**config.mk**
```make
export PLATFORM = sky130hd
export DESIGN_NAME = data_mem_arbiter
export DESIGN_NICKNAME = d
export VERILOG_FILES = /design/src/rtl/data_mem_arbiter.sv
export SDC_FILE = /design/constraint.sdc
export NUM_CORES = 1
export LEC_CHECK = 0
export ABC_AREA = 0
export CAP_MARGIN = 5
export CELL_PAD_IN_SITES_DETAIL_PLACEMENT = 0
export CELL_PAD_IN_SITES_GLOBAL_PLACEMENT = 1
export CORE_UTILIZATION = 23
export CTS_CLUSTER_DIAMETER = 30
export DETAILED_ROUTE_END_ITERATION = 10
export PLACE_DENSITY_LB_ADDON = 0.2
export SYNTH_ARGS = -nofsm -noshare
export SYNTH_HDL_FRONTEND = slang
export SYNTH_SLANG_ARGS = --single-unit
```
**constraint.sdc**
```tcl
create_clock -name clk -period 2.4 [get_ports clk]
set_clock_uncertainty 0.2 [all_clocks]
set_input_delay 0.48 -clock clk [delete_from_list [all_inputs] [get_ports clk]]
set_output_delay 0.48 -clock clk [all_outputs]
set_load 0.02 [all_outputs]
```
**src/rtl/data_mem_arbiter.sv**
```systemverilog
// data_mem_arbiter
//    Shares one single-port data RAM between the processor load/store path
//    and an external loader/debug port. The processor normally wins. An
//    external requester denied for WAIT_MAX consecutive cycles takes
//    ownership for at most MAX_BURST grants. The processor is stalled while
//    its access is held off.
//
// Ports
//    clk        rising-edge clock
//    reset      asynchronous, active-low reset
//    cpu_*      processor request (req/we/addr/wdata), cpu_rdata is the raw
//               RAM read data, cpu_stall holds the PC this cycle
//    ext_*      external request (held until ext_ack), ext_rdata is the
//               registered read data, valid with the one-cycle ext_ack pulse
//    ram_*      RAM side: write enable, address, write data, async read data
module data_mem_arbiter #(
   parameter int AW        = 8,
   parameter int DW        = 8,
   parameter int WAIT_MAX  = 4,
   parameter int MAX_BURST = 4
) (
   input  logic          clk,
   input  logic          reset,
   input  logic          cpu_req,
   input  logic          cpu_we,
   input  logic [AW-1:0] cpu_addr,
   input  logic [DW-1:0] cpu_wdata,
   output logic [DW-1:0] cpu_rdata,
   output logic          cpu_stall,
   input  logic          ext_req,
   input  logic          ext_we,
   input  logic [AW-1:0] ext_addr,
   input  logic [DW-1:0] ext_wdata,
   output logic [DW-1:0] ext_rdata,
   output logic          ext_ack,
   output logic          ram_we,
   output logic [AW-1:0] ram_addr,
   output logic [DW-1:0] ram_wdata,
   input  logic [DW-1:0] ram_rdata
);

   localparam int CNT_MAX = (WAIT_MAX > MAX_BURST) ? WAIT_MAX : MAX_BURST;
   localparam int CW      = $clog2(CNT_MAX) + 1;
   localparam logic [CW-1:0] WAIT_LAST  = CW'(WAIT_MAX - 1);
   localparam logic [CW-1:0] BURST_LAST = CW'(MAX_BURST - 1);

   typedef enum logic {
      S_CPU = 1'b0,
      S_EXT = 1'b1
   } state_t;

   state_t          r_state;
   logic [CW-1:0]   r_wait_cnt;
   logic [CW-1:0]   r_burst_cnt;
   logic            r_ext_ack;
   logic [DW-1:0]   r_ext_rdata;

   logic            w_gnt_cpu;
   logic            w_gnt_ext;

   // Grants are forced low while reset is asserted so nothing reaches the
   // RAM during reset, including an access that was in flight.
   always_comb begin
      w_gnt_cpu = 1'b0;
      w_gnt_ext = 1'b0;
      if (reset) begin
         if (r_state == S_CPU) begin
            w_gnt_cpu = cpu_req;
            w_gnt_ext = ext_req & ~cpu_req;
         end else begin
            w_gnt_ext = ext_req;
            w_gnt_cpu = cpu_req & ~ext_req;
         end
      end
   end

   always_comb begin
      ram_we    = 1'b0;
      ram_addr  = '0;
      ram_wdata = '0;
      if (w_gnt_cpu) begin
         ram_we    = cpu_we;
         ram_addr  = cpu_addr;
         ram_wdata = cpu_wdata;
      end else if (w_gnt_ext) begin
         ram_we    = ext_we;
         ram_addr  = ext_addr;
         ram_wdata = ext_wdata;
      end
   end

   assign cpu_stall = reset & cpu_req & ~w_gnt_cpu;
   assign cpu_rdata = ram_rdata;
   assign ext_ack   = r_ext_ack;
   assign ext_rdata = r_ext_rdata;

   always_ff @(posedge clk or negedge reset) begin
      if (!reset) begin
         r_state     <= S_CPU;
         r_wait_cnt  <= '0;
         r_burst_cnt <= '0;
         r_ext_ack   <= 1'b0;
         r_ext_rdata <= '0;
      end else begin
         r_ext_ack <= w_gnt_ext;
         if (w_gnt_ext && !ext_we) begin
            r_ext_rdata <= ram_rdata;
         end

         if (r_state == S_CPU) begin
            r_burst_cnt <= '0;
            if (ext_req && !w_gnt_ext) begin
               // Last tolerated denial: hand ownership to the ext port.
               if (r_wait_cnt == WAIT_LAST) begin
                  r_state    <= S_EXT;
                  r_wait_cnt <= '0;
               end else begin
                  r_wait_cnt <= r_wait_cnt + 1'b1;
               end
            end else begin
               r_wait_cnt <= '0;
            end
         end else begin
            r_wait_cnt <= '0;
            // Ownership ends when the ext port goes idle or uses up its burst.
            if (!ext_req || (r_burst_cnt == BURST_LAST)) begin
               r_state     <= S_CPU;
               r_burst_cnt <= '0;
            end else begin
               r_burst_cnt <= r_burst_cnt + 1'b1;
            end
         end
      end
   end

endmodule
```
# Word level (Yosys, flattened, before mapping)
# Index checks and enable logic that the tools add are counted.
[classes]
n_eq_ne = 2
n_bitwise = 7
n_reduce_logical = 6
n_addsub = 2
muxes = 19
[op_table]
columns = ["op", "count"]
rows = [
  ["8-bit two-way mux", 4],
  ["3-bit two-way mux", 5],
  ["1-bit two-way mux", 10],
  ["3-bit by 1-bit adder with 3-bit output, second input constant", 2],
  ["3-bit by 2-bit == test with 1-bit output, second input constant", 2],
  ["1-bit bitwise AND", 4],
  ["1-bit logical NOT", 3],
  ["1-bit NOT", 3],
  ["1-bit logical AND", 2],
  ["1-bit logical OR", 1],
]
[word_totals]
elab_cells = 41
input_bits = 46
reg_bits = 16
out_inout_bits = 35

# Logic depth before layout (Yosys ltp)
[depth]
word_depth = 8
ltp_mapped = 4
ltp_nobuf = 4

# Worst setup path after synthesis
# Ideal clock, no wire load.
[synth_path]
path_type = "input to output"
startpoint = "input cpu_req"
endpoint = "output ram_addr[0]"
arrival_time_ns = 1.223
stages = 4
t_required_ns = 1.720
path_slack_ns = 0.497
n_path_buf = 1
path_cell_list = "nand2_1 > a21oi_2 > buf_4 > a22o_1"
[synth_via]
elab_chain_len = 6
word_cells_on_any_way = 9
[synth_lines]
columns = ["item", "line", "text"]
rows = [
  ["start: declaration", "24", "input logic cpu_req,"],
  ["1-bit NOT", "69", "w_gnt_ext = ext_req & ~cpu_req;"],
  ["1-bit bitwise AND", "69", ""],
  ["1-bit two-way mux", "67", "if (r_state == S_CPU) begin"],
  ["1-bit two-way mux", "66", "if (reset) begin"],
  ["8-bit two-way mux", "85", "end else if (w_gnt_ext) begin"],
  ["8-bit two-way mux *", "81", "if (w_gnt_cpu) begin"],
  ["end: declaration", "37", "output logic [AW-1:0] ram_addr,"],
]
# Every way passes the cells marked *; elsewhere a longest branch is shown, timed or not.

# Final worst setup path
[layout_path]
startpoint = "input reset"
endpoint = "output ram_addr[3]"
[layout_via]
elab_chain_len = 3
word_cells_on_any_way = 4
[layout_lines]
columns = ["item", "line", "text"]
rows = [
  ["start: declaration", "23", "input logic reset,"],
  ["1-bit two-way mux", "66", ""],
  ["8-bit two-way mux", "85", ""],
  ["8-bit two-way mux *", "81", ""],
]
# Marks and branches as above.

==> results by group <==
STA
  – Max Clk Rate: 438 MHz
  – Slew @ Worst Pin: 0.451 ns
  – Tmin final: 2.28 ns
  – Setup violators final: 0
  – Worst Setup Slack, final: 0.117 ns
  – RSZ-0062 raised after global routing: false
  – Slew Limit Fails: 0
  – Period utilization: 0.951
  – Rel. slew slack: 0.699
  – Final hold violation count: 0
  – TNS Setup: 0 ns

Placed design
  – Dpl ws: -0.515 ns
  – DP Area: 1810 um^2
  – GP Congestion: 0.738
  – DP HPWL: 2.37 mm
  – Number of I/O port buffers: 80
  – Placed Cells: 204

Synthesis
  – Synth Area per Inst: 12.2 um^2
  – Post-synthesis net count: 125
  – Dominant cell type by area after synthesis: dfrtp_1
  – Seq/Total Area, Yosys: 0.431
  – #FFs+latches synth: 16
  – Syn Inst Count: 76
  – Synth Cell Area: 928 um^2
  – Yosys warning count: 0
  – Commonest cells post-synth: a22o_1 (17), dfrtp_1 (16), buf_4 (9), mux2_4 (8)
  – Asr flop ratio synth: 1.00
  – Most used flip-flop cell after synthesis: dfrtp_1
  – Count leader, synth: a22o_1
  – Post-synth EDFFs: 0
  – Synth area leaders: dfrtp_1 (43%), a22o_1 (16%), mux2_4 (13%)
  – Library cells used by synthesis: 21
  – Yosys top cell area share: 0.431

Floorplan
  – Die Area: 4290 um^2
  – Cell row count: 22
  – # IOs: 81
  – Starting Density: 0.246
  – Die Wd: 65.5 um
  – Height of the die: 65.5 um
  – Core footprint: 3770 um^2

Pwr
  – Peak VDD IR: 0.000284 V
  – PD cells: 495 nW/um^2
  – Lkg Pwr: 0.887 nW

Clock tree
  – Clock Path Buffers: 2
  – Clock H-tree levels: 1
  – # hold bufs at CTS: 0
  – Worst skew pair latency: 0.24 ns
  – CTS tree: yes
  – Clk sink count: 16
  – TritonCTS Buffers: 3
  – Clock Pin Slew Worst Setup and Hold Paths: 0.06 ns
  – Root buffer cell: clkbuf_8

Worst setup path
  – Crit. End Element: output port
  – Worst EP arrival: 1.60 ns
  – Critical path launch point type: primary input
  – Data required, critical path: 1.72 ns
  – Worst setup path category: in2out
  – Crit-path max FO: 5

Detailed routing
  – Routed WL: 3.01 mm
  – Total number of vias: 933
  – DRC viols: 0
  – Initial DRC count: 33
  – Via density: 4.34
  – Antenna viol nets, final: 0
  – Length of the first detailed-routing pass in iterations: 4
  – Wire per inst: 14.0 um

Global routing
  – First-pass GRT wire length: 4.20 mm
  – Initial antenna violation count: 0
  – Total GRT Usage: 0.129
  – Congestion Overflow GR: 0
  – Vias in the first global route: 911
  – Largest net degree at the start of global routing: 17

Finish
  – Area Growth Syn to Fin: 104%
  – Layout Cell Area excl Fill: 1900 um^2
  – Final Non-Filler Cells: 215
  – Ant. Diodes: 0
  – Layout cells sized above 1: 0.311
  – # nets final: 217

Min path
  – Worst min path class: in2async

Run
  – # Max-Cap Violations: 0

Outcome
  – Status: completed
per-layer routing:
layer  track usage  up-vias  part of all wire
met5             0        -                 0
met4        0.0462        0             0.013
met3        0.0295        6             0.027
met2         0.215       20              0.55
met1         0.160      443              0.41
li1              -      464                 -
sequential cells by signal, summed over array words and instances, names as in the netlist:
name and cells:
r_wait_cnt 3, r_state 1, ext_ack 1, ext_rdata 8
r_burst_cnt 3
placed cells by master, fill, tap and decap left out:
master	netlist	routed
a22o_1	17	17
nor2_1	1	1
buf_2	0	7
a21boi_0	1	1
dlygate4sd2_1	0	3
or2b_1	1	1
clkbuf_8	0	4
clkbuf_16	0	1
buf_6	2	2
buf_4	9	23
mux2_4	8	8
nand2_2	1	2
a21oi_4	0	2
inv_2	1	1
inv_1	1	1
nor3b_1	1	1
nor4_1	1	1
nor4b_1	2	2
nand2_1	3	2
a211o_1	1	1
dfrtp_1	16	16
clkdlybuf4s50_1	0	59
nor2b_1	2	2
dlymetal6s2s_1	0	1
o211ai_1	1	1
buf_12	0	2
nor3_1	2	2
ha_1	3	3
cell families after synthesis:
kind of cell,Yosys count,share of synthesized area
AO/OA/AOI/OAI,22,0.205
flip-flops,16,0.431
AND/OR/NAND/NOR,14,0.0890
buffers and inverters,13,0.105
multiplexers,8,0.129
adder cells (fa/ha/maj),3,0.0404
worst max-delay path, cell delays in order:
cell	delay, ns
dlygate4sd2_1	0.29
nand2_2	0.10
a21oi_4	0.20
buf_12	0.14
buf_4	0.12
a22o_1	0.14
buf_4	0.14
metrics by stage:
stage | util | total power (W) | hold WS [ns]
floorplan | - | 0.000497 | -0.0156
global placement | 0.479 | 0.000708 | 0.223
detailed placement | 0.479 | 0.000714 | 0.249
CTS | 0.493 | 0.000948 | 0.125
global route | 0.503 | 0.000988 | 0.174
finish | 0.503 | 0.000939 | 0.153
what timing repair did:
item | in CTS | in global routing
endpoints found under the setup margin | 18 | 17
buffers inserted | 6 | 0
cloned | 0 | 1
endpoints found under the hold margin | 0 | 0
gates resized for setup | 84 | 3
pin swaps | 1 | 0
path summary, 6_finish.rpt:
kind                                start              to  slack, ns  cells after the start
max                                 reset     ram_addr[3]       0.12                      7
max in group asynchronous           reset   r_wait_cnt[2]       1.59                      2
min                                 reset         r_state       0.15                      2
min reg2reg                r_burst_cnt[0]  r_burst_cnt[0]       0.25                      1
min in group clk           r_burst_cnt[0]  r_burst_cnt[0]       0.25                      1
max reg2reg                       r_state    ext_rdata[0]       0.74                      3
power breakdown:
group | total (W) | switching (W) | internal [W] | leakage (nW)
Sequential | 0.000325 | 0.0000197 | 0.000306 | 0.205
Combinational | 0.000384 | 0.000153 | 0.000230 | 0.653
Clock | 0.000230 | 0.0000848 | 0.000145 | 0.0288
Total | 0.000939 | 0.000258 | 0.000681 | 0.887
cell type report:
type                            count  area [um^2]
Sequential cell                    16          400
Timing Repair Buffer               98          925
Clock buffer                        4         55.1
Fill cell                         339         1880
Inverter                            2         7.51
Tap cell                           48         60.1
Multi-Input combinational cell     47          448
Power figures use the tool's default switching activity.
